File: src/rtl/acc_sequencer.sv
// Accumulator-machine sequencer: fetches 16-opcode instructions over a
// req/ack memory handshake and executes them against a single accumulator.
//
// state  | meaning
// IDLE   | out of reset, waiting for start
// FETCH  | reading instruction at PC
// DECODE | one cycle to route on opcode
// OPREAD | reading memory operand at A into MBR
// EXEC   | one cycle to update AC/PC or halt
// WRITE  | storing AC to A
// HALT   | stopped; start resumes at PC
module acc_sequencer #(
  parameter int DATA_W     = 16,
  parameter int ADDR_W     = 12,
  parameter int START_ADDR = 0
) (
  input  logic              clk,
  input  logic              reset,
  input  logic              start,
  output logic              mem_req,
  output logic              mem_we,
  output logic [ADDR_W-1:0] mem_addr,
  output logic [DATA_W-1:0] mem_wdata,
  input  logic [DATA_W-1:0] mem_rdata,
  input  logic              mem_ack,
  output logic              busy,
  output logic              halted,
  output logic              illegal,
  output logic [ADDR_W-1:0] pc,
  output logic [DATA_W-1:0] acc
);

  if (DATA_W < ADDR_W + 4) begin : g_width_check
    $error("acc_sequencer: DATA_W must be at least ADDR_W+4");
  end

  typedef enum logic [2:0] {
    S_IDLE,
    S_FETCH,
    S_DECODE,
    S_OPREAD,
    S_EXEC,
    S_WRITE,
    S_HALT
  } state_t;

  localparam logic [ADDR_W-1:0] PC_RST = ADDR_W'(START_ADDR);
  localparam logic [ADDR_W-1:0] PC_ONE = ADDR_W'(1);

  state_t            state_q, state_nxt;
  logic [DATA_W-1:0] ir_q, ir_nxt;
  logic [DATA_W-1:0] mbr_q, mbr_nxt;
  logic [DATA_W-1:0] ac_q, ac_nxt;
  logic [ADDR_W-1:0] pc_q, pc_nxt;
  logic              illegal_q, illegal_nxt;

  logic [3:0]        opcode;
  logic [ADDR_W-1:0] opa;
  logic              unused_ir;

  assign opcode    = ir_q[DATA_W-1 -: 4];
  assign opa       = ir_q[ADDR_W-1:0];
  // Bits between opcode and operand carry no meaning.
  assign unused_ir = ^ir_q;

  assign mem_wdata = ac_q;
  assign pc        = pc_q;
  assign acc       = ac_q;
  assign illegal   = illegal_q;

  always_ff @(posedge clk or posedge reset) begin
    if (reset) begin
      state_q   <= S_IDLE;
      ir_q      <= '0;
      mbr_q     <= '0;
      ac_q      <= '0;
      pc_q      <= PC_RST;
      illegal_q <= 1'b0;
    end else begin
      state_q   <= state_nxt;
      ir_q      <= ir_nxt;
      mbr_q     <= mbr_nxt;
      ac_q      <= ac_nxt;
      pc_q      <= pc_nxt;
      illegal_q <= illegal_nxt;
    end
  end

  // Handshake outputs depend only on registered state, so they hold
  // steady for however long the memory withholds ack.
  always_comb begin
    state_nxt   = state_q;
    ir_nxt      = ir_q;
    mbr_nxt     = mbr_q;
    ac_nxt      = ac_q;
    pc_nxt      = pc_q;
    illegal_nxt = illegal_q;
    mem_req     = 1'b0;
    mem_we      = 1'b0;
    mem_addr    = pc_q;
    busy        = 1'b0;
    halted      = 1'b0;

    case (state_q)
      S_IDLE: begin
        if (start) state_nxt = S_FETCH;
      end

      S_HALT: begin
        halted = 1'b1;
        if (start) begin
          state_nxt   = S_FETCH;
          illegal_nxt = 1'b0;
        end
      end

      S_FETCH: begin
        busy     = 1'b1;
        mem_req  = 1'b1;
        mem_addr = pc_q;
        if (mem_ack) begin
          ir_nxt    = mem_rdata;
          pc_nxt    = pc_q + PC_ONE;
          state_nxt = S_DECODE;
        end
      end

      S_DECODE: begin
        busy = 1'b1;
        case (opcode)
          4'h1, 4'h3, 4'h4, 4'h5, 4'h6, 4'h7: state_nxt = S_OPREAD;
          4'h2:                               state_nxt = S_WRITE;
          default:                            state_nxt = S_EXEC;
        endcase
      end

      S_OPREAD: begin
        busy     = 1'b1;
        mem_req  = 1'b1;
        mem_addr = opa;
        if (mem_ack) begin
          mbr_nxt   = mem_rdata;
          state_nxt = S_EXEC;
        end
      end

      S_WRITE: begin
        busy     = 1'b1;
        mem_req  = 1'b1;
        mem_we   = 1'b1;
        mem_addr = opa;
        if (mem_ack) state_nxt = S_FETCH;
      end

      S_EXEC: begin
        busy      = 1'b1;
        state_nxt = S_FETCH;
        case (opcode)
          4'h0: state_nxt = S_HALT;
          4'h1: ac_nxt = mbr_q;
          4'h3: ac_nxt = ac_q + mbr_q;
          4'h4: ac_nxt = ac_q - mbr_q;
          4'h5: ac_nxt = ac_q & mbr_q;
          4'h6: ac_nxt = ac_q | mbr_q;
          4'h7: ac_nxt = ac_q ^ mbr_q;
          4'h8: pc_nxt = opa;
          4'h9: if (ac_q == '0) pc_nxt = pc_q + PC_ONE;
          4'hA: if (ac_q[DATA_W-1]) pc_nxt = pc_q + PC_ONE;
          4'hB: ac_nxt = ac_q << 1;
          4'hC: ac_nxt = ac_q >> 1;
          4'hD: ac_nxt = '0;
          4'hE: ac_nxt = {{(DATA_W-ADDR_W){1'b0}}, opa};
          4'hF: begin
            state_nxt   = S_HALT;
            illegal_nxt = 1'b1;
          end
          default: state_nxt = S_FETCH;
        endcase
      end

      default: state_nxt = S_IDLE;
    endcase
  end

endmodule

File: config.mk
export PLATFORM = sky130hd
export DESIGN_NAME = acc_sequencer
export DESIGN_NICKNAME = d
export VERILOG_FILES = /design/src/rtl/acc_sequencer.sv
export SDC_FILE = /design/constraint.sdc
export NUM_CORES = 1
export LEC_CHECK = 0
export ABC_AREA = 0
export BUFFER_PORTS_ARGS = -buffer_cell sky130_fd_sc_hd__buf_2
export CAP_MARGIN = 20
export CORE_MARGIN = 2
export CORE_UTILIZATION = 59
export CTS_CLUSTER_DIAMETER = 30
export DETAILED_ROUTE_END_ITERATION = 10
export MAX_ROUTING_LAYER = met4
export PLACE_DENSITY_LB_ADDON = 0.15
export SLEW_MARGIN = 40
export SYNTH_ARGS = -nofsm -noshare
export SYNTH_HDL_FRONTEND = slang
export SYNTH_SLANG_ARGS = --single-unit
File: constraint.sdc
create_clock -name clk -period 3.4 [get_ports clk]
set_input_delay 0.68 -clock clk [delete_from_list [all_inputs] [get_ports clk]]
set_output_delay 0.68 -clock clk [all_outputs]
set_load 0.05 [all_outputs]
After elaboration in Yosys (flattened, before gate mapping)

Index checks and enable logic that the tools add are counted.
W data, S select, Z words.

Equal/unequal tests: 30
Bitwise logic cells: 3
Add/subtract/negate cells: 3
Reduce and logical (&&, ||, !) cells: 18
Mux-type cells: 21

Operators by type and width:

| cell                    | number |
|---|---|
| $pmux W16 S10           | 1 |
| $mux W12                | 4 |
| $pmux W12 S3            | 1 |
| $eq A4 B4 Y1 const B    | 8 |
| $pmux W12 S2            | 1 |
| $pmux W3 S6             | 1 |
| $add A16 B16 Y16        | 1 |
| $and A16 B16 Y16        | 1 |
| $eq A4 B3 Y1 const B    | 4 |
| $logic_not A16 Y1       | 1 |
| $or A16 B16 Y16         | 1 |
| $sub A16 B16 Y16        | 1 |
| $xor A16 B16 Y16        | 1 |
| $mux W3                 | 5 |
| $add A12 B1 Y12 const B | 1 |
| $reduce_bool A10 Y1     | 1 |
| $eq A3 B3 Y1 const B    | 3 |
| $eq A4 B2 Y1 const B    | 2 |
| $ne A2 B2 Y1 const B    | 4 |
| $eq A3 B2 Y1 const B    | 2 |
| $mux W1                 | 6 |
| $ne A3 B3 Y1 const B    | 2 |
| $pmux W3 S2             | 1 |
| $reduce_and A2 Y1       | 3 |
| 15 further kinds        | 19 |

Bits of input ports: 20
Word-level logic and storage cells: 81
Register bits: 64
Output and inout port bits: 61

Longest topological paths before layout

Gate-level depths: netlist of run 1.

Depth after elaboration: 4
Mapped depth: 14
Gate-level depth less buffers: 14

Least setup slack after synthesis of run 1

Ideal clock, no wire load.

Path type: reg-to-reg
Start: reg mbr_q[2]
End: reg ac_q[14], in the netlist acc[14]
Buffers on the path: 0
Stages on the path, launching flop included: 12
Arrival time: 2.804 ns
Clock period less this slack: 2.942 ns
Slack: 0.458 ns
Required time: 3.262 ns
Cell sequence: dfrtp_1 nor4_4 nand3_1 or4_4 o31ai_2 xnor2_1 ha_1 a21oi_1 o21ai_0 a221oi_1 xor2_1 o221ai_1

Cells in the longest elaborated chain, start to end: 2
Elaborated cells on any way between the ends: 3
Those cells by class: 2 x add/sub; 1 x mux

Ends and longest elaborated chain:

| element                                                     | line     | text |
|---|---|---|
| start: declaration                                          | 52       | `logic [DATA_W-1:0] mbr_q, mbr_nxt;` |
| start signal: assignment                                    | 82       | `mbr_q <= mbr_nxt;` |
| $sub A16 B16 Y16 / $add A16 B16 Y16 (equally long branches) | 162, 161 |  |
| $pmux W16 S10 (*)                                           | 158      | `case (opcode)` |
| end signal: assignment                                      | 83       | `ac_q <= ac_nxt;` |
| end: declaration                                            | 53       | `logic [DATA_W-1:0] ac_q, ac_nxt;` |

Mark *: on every way between the ends. The rest lies on a longest branch, timed or not.
A chain may end at the register's enable or synchronous reset.

Worst setup path after layout of run 1

Ends and elaborated chain as after synthesis.

==> impl_metrics.prom, run 1 <==
# TYPE chip_impl_metric gauge
chip_impl_info{name="outcome",value="finished, final reports clean"} 1
chip_impl_info{name="path_cells",value="nor4_4 -> nand3_1 -> or4_4 -> o31ai_2 -> xnor2_1 -> ha_1 -> a21oi_2 -> o21ai_0 -> a221oi_1 -> xor2_1 -> o221ai_1"} 1
chip_impl_info{name="critPathSlowestCell",value="or4_4"} 1
chip_impl_metric{name="globalRouteTotalUtil",unit="%"} 35.4
chip_impl_info{name="critical_path.endpoint_type",value="flop"} 1
chip_impl_info{name="most-common-layout-cells",value="nand2_1 (81), buf_2 (80), dfrtp_1 (63)"} 1
chip_impl_metric{name="worst_ep_arrival_time",unit="ns"} 3.46
chip_impl_metric{name="starting_utilization_of_the_core_area",unit="%"} 60.3
chip_impl_metric{name="finish.net_count",unit=""} 832
chip_impl_metric{name="routed-via-count",unit=""} 5862
chip_impl_metric{name="synthesized_instance_count",unit=""} 701
chip_impl_info{name="worstSetupStartpointType",value="flop"} 1
chip_impl_metric{name="tritoncts.num_buffers",unit=""} 9
chip_impl_metric{name="syn_nets",unit=""} 771
chip_impl_info{name="min_path_type",value="primary input to asynchronous set/reset pin"} 1
chip_impl_metric{name="setup_total_negative_slack",unit="ns"} 0
chip_impl_metric{name="grt.overflow.total",unit=""} 0
chip_impl_metric{name="fmax",unit="MHz"} 307
chip_impl_metric{name="clock-skew-final",unit="ns"} 0.0126
chip_impl_metric{name="post-route-drc-count",unit=""} 0
chip_impl_metric{name="place_hpwl",unit="um"} 13600
chip_impl_metric{name="fin_crit_sh",unit="%"} 95.7
chip_impl_metric{name="yosysSeqAreaShare",unit="%"} 27.3
chip_impl_metric{name="crit_path_max_fanout",unit=""} 6
chip_impl_metric{name="post-route-worst-setup-slack",unit="ns"} 0.146
chip_impl_metric{name="clock_path_buffers",unit=""} 2
chip_impl_metric{name="syn_area_cell",unit="um^2"} 8.37
chip_impl_metric{name="io_buffers",unit=""} 80
chip_impl_metric{name="cts.reportedPaths.clkPinSlew",unit="ns"} 0.08
chip_impl_metric{name="yosys.cell_types.count",unit=""} 73
chip_impl_metric{name="core_area",unit="um^2"} 9730
chip_impl_metric{name="area_delta_synth_final",unit="%"} 11.2
chip_impl_metric{name="place_congestion",unit=""} 1.02
chip_impl_info{name="commonest_non_fill_non_tap_cell_in_the_layout",value="nand2_1"} 1
chip_impl_metric{name="num_io_pins",unit=""} 81
chip_impl_info{name="grt_setup_unrepaired",value="no"} 1
chip_impl_metric{name="maxSlewHeadroom",unit="%"} 46.4
chip_impl_metric{name="period_minus_slack",unit="ns"} 3.25
chip_impl_metric{name="ys_warn_count",unit=""} 0
chip_impl_metric{name="number_of_global_route_vias_before_repair",unit=""} 5534
chip_impl_metric{name="numClockSinks",unit=""} 64
chip_impl_metric{name="cts_hold_buffers",unit=""} 0
chip_impl_metric{name="rows",unit=""} 36
chip_impl_metric{name="routed_wirelength",unit="um"} 18200
chip_impl_info{name="synth_top_flop_cell",value="dfrtp_1"} 1
chip_impl_metric{name="wl_per_cell",unit="um"} 20.2
chip_impl_metric{name="synth-async-reset-ratio",unit="%"} 100
chip_impl_metric{name="grt_antenna_before_repair",unit=""} 0
chip_impl_metric{name="post_synth_design_cell_area",unit="um^2"} 5870
chip_impl_metric{name="layout.filler_cells",unit=""} 871
chip_impl_metric{name="final-hold-violation-count",unit=""} 0
chip_impl_info{name="top_family_by_delay_on_critical_path",value="compound AO/OA/AOI/OAI gates"} 1
chip_impl_metric{name="worst-slew-pin-transition",unit="ns"} 0.804
chip_impl_metric{name="critical-path-max-stage-delay",unit="ns"} 0.48
chip_impl_metric{name="postRouteAntennaNets",unit=""} 0
chip_impl_metric{name="count_of_antenna_diodes_in_the_layout",unit=""} 0
chip_impl_info{name="timing.setup.critical_path_class",value="flop to flop"} 1
chip_impl_metric{name="finalSetupViolCount",unit=""} 0
chip_impl_metric{name="clk_latency",unit="ns"} 0.36
chip_impl_metric{name="grt_first_pass_wirelength",unit="um"} 29600
chip_impl_info{name="cts_tree",value="done"} 1
chip_impl_info{name="clk_root_buffer_cell",value="clkbuf_8"} 1
chip_impl_metric{name="initialDrtViolationCount",unit=""} 735
chip_impl_metric{name="grt_start_max_net_pins",unit=""} 41
chip_impl_metric{name="die_x",unit="um"} 104
chip_impl_metric{name="die_area",unit="um^2"} 10800
chip_impl_metric{name="htree_num_levels",unit=""} 3
chip_impl_metric{name="post-place-ws",unit="ns"} 0.107
chip_impl_metric{name="cp.required",unit="ns"} 3.61
chip_impl_metric{name="drt_pre_antenna_iters",unit=""} 6
chip_impl_metric{name="postSynthRegisterBits",unit=""} 64
chip_impl_metric{name="vias_per_cell",unit=""} 6.51
chip_impl_metric{name="report.final.slew_viol_count",unit=""} 0
chip_impl_metric{name="chipHeight",unit="um"} 104
chip_impl_metric{name="drive_above_1_share",unit="%"} 22.4
chip_impl_metric{name="max-cap-violations",unit=""} 0
chip_impl_metric{name="synth-edff-count",unit=""} 0
chip_impl_metric{name="critical_path.n_buffers_inverters",unit=""} 0
## what timing repair did
action	CTS	global route
setup endpoints to repair	0	2
buffers inserted	0	0
gates resized for setup	0	3
## sequential cells by signal (all words and copies together), names as in the netlist
register  flops
illegal       1
mbr_q        16
acc          16
pc           12
ir_q         16
state_q       3
## routing by layer
layer  GRT usage, %  routed length [um]  up-vias
met3           4.59                1710       44
met2           55.0                8370      345
li1               -                   -     2696
met1           48.3                7670     2777
met5              -                   0        -
met4           11.5                 425        0
## layout make-up
| type | instances | area [um^2] | area share, % |
|---|---|---|---|
| Timing Repair Buffer | 104 | 593 | 9.09 |
| Multi-Input combinational cell | 538 | 3790 | 58.1 |
| Clock inverter | 5 | 56.3 | 0.863 |
| Tap cell | 133 | 166 | 2.55 |
| Sequential cell | 64 | 1600 | 24.6 |
| Inverter | 45 | 170 | 2.61 |
| Clock buffer | 11 | 141 | 2.17 |
## cells by family after synthesis
| family | count (synthesis) | synth area share, % |
|---|---|---|
| buf+inv | 99 | 8.21 |
| flops | 64 | 27.3 |
| simple gates | 191 | 16.2 |
| fa+ha+maj | 50 | 10.8 |
| xor+xnor | 28 | 4.18 |
| mux | 34 | 6.46 |
| compound gates | 235 | 26.9 |
## metrics by stage
stage	instances	utilization, %	area, um^2	hold slack [ns]
after detailed placement	884	64.9	6320	0.496
after CTS	900	67.0	6520	0.475
after floorplan	701	-	5870	0.475
after global routing	900	67.0	6520	0.429
final	900	67.0	6520	0.376
after global placement	883	64.8	6310	0.483
## path summary, 6_finish.rpt
path | depth (start not counted) | slack [ns] | end | from
min | 2 | 0.38 | acc[0] | reset
min in group clk | 2 | 0.51 | illegal | illegal
max reg2reg | 11 | 0.15 | acc[14] | mbr_q[2]
max | 11 | 0.15 | acc[14] | mbr_q[2]
max in group asynchronous | 3 | 2.44 | mbr_q[14] | reset
min reg2reg | 2 | 0.51 | illegal | illegal
## cell usage after synthesis, types with 5 or more instances
library cell	instances	area share, %
xor2_1	7	1.0
o21ai_0	58	4.9
mux2_2	31	5.9
nand2b_1	12	1.3
a221oi_1	9	1.3
nor4_1	8	0.85
a21o_1	8	1.0
nand2_1	81	5.2
and3_1	5	0.53
a211oi_1	10	1.3
nor2b_1	10	1.1
ha_1	49	10
xnor2_1	21	3.1
buf_4	20	2.6
nor2_1	32	2.0
buf_2	22	1.9
clkbuf_1	11	0.70
a22oi_1	15	1.9
a21oi_1	47	4.0
o21a_1	7	0.90
o221ai_1	13	1.9
o22ai_1	15	1.6
inv_1	45	2.9
nand3_1	12	1.0
nor3_1	6	0.51
a31oi_1	9	0.96
dfrtp_1	64	27
Power of run 1 is left out: the tool's default activity adds up to more than one toggle a clock period on the data nets, which glitch-free logic cannot reach.
==> run 2: changes to the inputs <==
--- a/config.mk
+++ b/config.mk
@@ -9,7 +9,8 @@
 export BUFFER_PORTS_ARGS = -buffer_cell sky130_fd_sc_hd__buf_2
 export CAP_MARGIN = 20
 export CORE_MARGIN = 2
-export CORE_UTILIZATION = 59
+export CORE_UTILIZATION = 61
+export CTS_BUF_LIST = sky130_fd_sc_hd__clkbuf_2 sky130_fd_sc_hd__clkbuf_4 sky130_fd_sc_hd__clkbuf_8
 export CTS_CLUSTER_DIAMETER = 30
 export DETAILED_ROUTE_END_ITERATION = 10
 export MAX_ROUTING_LAYER = met4
==> run 2 against run 1 <==
  * Core utilization rose by 3.8 points
  * Sequential cell count did not move
  * Register-to-register slack barely moved
  * Die area shrank 3.2%
  * Worst hold slack gained 0.059 ns
  * Via count shrank 0.67%
  * Worst setup slack better by 0.0055 ns
  * Final area increased by 0.81%
  * Final cell count fell by 0.56%
  * Fmax up 0.17%
  * Critical endpoint is now acc[15]
==> impl_metrics.prom, run 2 (synthesized netlist as in run 1, its figures left out) <==
# TYPE chip_impl_metric gauge
chip_impl_metric{name="grt.overflow.total",unit=""} 0
chip_impl_metric{name="crit_path_max_fanout",unit=""} 6
chip_impl_metric{name="final_core_util",unit="%"} 70.8
chip_impl_metric{name="initialDrtViolationCount",unit=""} 566
chip_impl_info{name="outcome",value="finished, final reports clean"} 1
chip_impl_metric{name="clock-skew-final",unit="ns"} 0.0154
chip_impl_metric{name="area_delta_synth_final",unit="%"} 12.0
chip_impl_info{name="worstSetupStartpointType",value="flop"} 1
chip_impl_metric{name="die_x",unit="um"} 102
chip_impl_metric{name="htree_num_levels",unit=""} 3
chip_impl_metric{name="chipHeight",unit="um"} 102
chip_impl_metric{name="grt_start_max_net_pins",unit=""} 46
chip_impl_metric{name="cts.reportedPaths.clkPinSlew",unit="ns"} 0.09
chip_impl_metric{name="tritoncts.num_buffers",unit=""} 9
chip_impl_metric{name="grt_first_pass_wirelength",unit="um"} 29100
chip_impl_metric{name="clk_latency",unit="ns"} 0.35
chip_impl_metric{name="cts_setup_buffers",unit=""} 0
chip_impl_metric{name="worst-slew-pin-transition",unit="ns"} 0.802
chip_impl_metric{name="clock_path_buffers",unit=""} 2
chip_impl_metric{name="finish.net_count",unit=""} 831
chip_impl_metric{name="count_of_antenna_diodes_in_the_layout",unit=""} 0
chip_impl_metric{name="core_area",unit="um^2"} 9280
chip_impl_info{name="most-common-layout-cells",value="nand2_1 (81), buf_2 (80), dfrtp_1 (64)"} 1
chip_impl_info{name="timing.setup.critical_path_class",value="flop to flop"} 1
chip_impl_info{name="path_common_cell",value="xnor2_1"} 1
chip_impl_metric{name="max-cap-violations",unit=""} 0
chip_impl_metric{name="starting_utilization_of_the_core_area",unit="%"} 63.2
chip_impl_metric{name="post-route-drc-count",unit=""} 0
chip_impl_metric{name="ff2ff_path_depth",unit=""} 12
chip_impl_info{name="cts_tree",value="done"} 1
chip_impl_metric{name="rows",unit=""} 35
chip_impl_metric{name="number_of_global_route_vias_before_repair",unit=""} 5630
chip_impl_metric{name="place_congestion",unit=""} 0.997
chip_impl_metric{name="io_buffers",unit=""} 80
chip_impl_metric{name="period_minus_slack",unit="ns"} 3.25
chip_impl_metric{name="timing.critical_path.depth",unit=""} 12
chip_impl_metric{name="critical_path.n_buffers_inverters",unit=""} 0
chip_impl_metric{name="numClockSinks",unit=""} 64
chip_impl_info{name="path_cells",value="nor4_4 -> nand3_1 -> or4_4 -> nand2_1 -> xnor2_1 -> ha_1 -> a21oi_1 -> o21ai_0 -> a21o_1 -> a31o_2 -> xnor2_1 -> o221ai_1"} 1
chip_impl_metric{name="num_io_pins",unit=""} 81
chip_impl_info{name="critPathSlowestCell",value="dfrtp_1"} 1
chip_impl_metric{name="critical-path-max-stage-delay",unit="ns"} 0.47
chip_impl_metric{name="worst_hold_slack",unit="ns"} 0.435
chip_impl_metric{name="grt_antenna_before_repair",unit=""} 0
chip_impl_metric{name="maxSlewHeadroom",unit="%"} 46.5
chip_impl_metric{name="wl_per_cell",unit="um"} 20.6
chip_impl_metric{name="drt_pre_antenna_iters",unit=""} 9
chip_impl_metric{name="cts_hold_buffers",unit=""} 0
chip_impl_metric{name="postRouteAntennaNets",unit=""} 0
chip_impl_metric{name="die_area",unit="um^2"} 10400
chip_impl_metric{name="routed_wirelength",unit="um"} 18400
chip_impl_info{name="worstSetupEndpoint",value="acc[15]"} 1
chip_impl_metric{name="final-hold-violation-count",unit=""} 0
chip_impl_info{name="grt_setup_unrepaired",value="no"} 1
chip_impl_metric{name="fin_crit_sh",unit="%"} 95.6
chip_impl_info{name="commonest_non_fill_non_tap_cell_in_the_layout",value="nand2_1"} 1
chip_impl_info{name="clk_root_buffer_cell",value="clkbuf_8"} 1
chip_impl_metric{name="drive_above_1_share",unit="%"} 22.2
chip_impl_info{name="top_family_by_delay_on_critical_path",value="simple AND/OR/NAND/NOR gates"} 1
chip_impl_metric{name="finalSetupViolCount",unit=""} 0
chip_impl_info{name="startpoint",value="mbr_q[2]"} 1
chip_impl_metric{name="worst-r2r-setup-slack",unit="ns"} 0.15
chip_impl_metric{name="globalRouteTotalUtil",unit="%"} 37.5
chip_impl_metric{name="routed-via-count",unit=""} 5823
chip_impl_info{name="min_path_type",value="primary input to asynchronous set/reset pin"} 1
chip_impl_metric{name="place_hpwl",unit="um"} 13800
chip_impl_metric{name="cp.required",unit="ns"} 3.62
chip_impl_metric{name="worst_ep_arrival_time",unit="ns"} 3.47
chip_impl_metric{name="cts_repair_resize_count",unit=""} 0
chip_impl_metric{name="setup_total_negative_slack",unit="ns"} 0
chip_impl_metric{name="report.final.slew_viol_count",unit=""} 0
chip_impl_metric{name="vias_per_cell",unit=""} 6.51
chip_impl_info{name="worstReg2RegEnd",value="acc[15]"} 1
chip_impl_info{name="critical_path.endpoint_type",value="flop"} 1
chip_impl_info{name="worst_r2r_startpoint",value="mbr_q[2]"} 1
chip_impl_metric{name="fmax",unit="MHz"} 308
[run 2: worst min path at each step]
stage,cells after the start,endpoint,slack (ns),from
final,2,acc[1],0.43,reset
after global routing,2,acc[1],0.50,reset
after CTS,2,acc[1],0.44,reset
after detailed placement,2,illegal,0.52,illegal
after global placement,2,illegal,0.48,illegal
after floorplan,2,ir_q[3],0.48,ir_q[3]
[run 2: stage by stage]
stage | worst slack (ns) | instances | cell area (um^2)
finish | 0.151 | 895 | 6580
global route | 0.0201 | 895 | 6580
CTS | 0.124 | 895 | 6570
detailed placement | 0.142 | 879 | 6290
global placement | 0.233 | 879 | 6290
floorplan | 0.458 | 701 | 5870
[run 2: final cells by class]
type                            count  area [um^2]
Clock buffer                       10          138
Clock inverter                      6          138
Fill cell                         776         2710
Inverter                           45          169
Multi-Input combinational cell    538         3790
Sequential cell                    64         1600
Tap cell                          129          161
Timing Repair Buffer              103          573
[run 2: metal layers]
metal	share of wire [%]	global-route usage, %	up-vias
met5	0	-	-
met3	8.9	8.82	61
met2	48	58.5	317
met1	40	47.2	2764
li1	-	-	2681
met4	3.2	14.8	0
Power of run 2 is left out for the same reason.
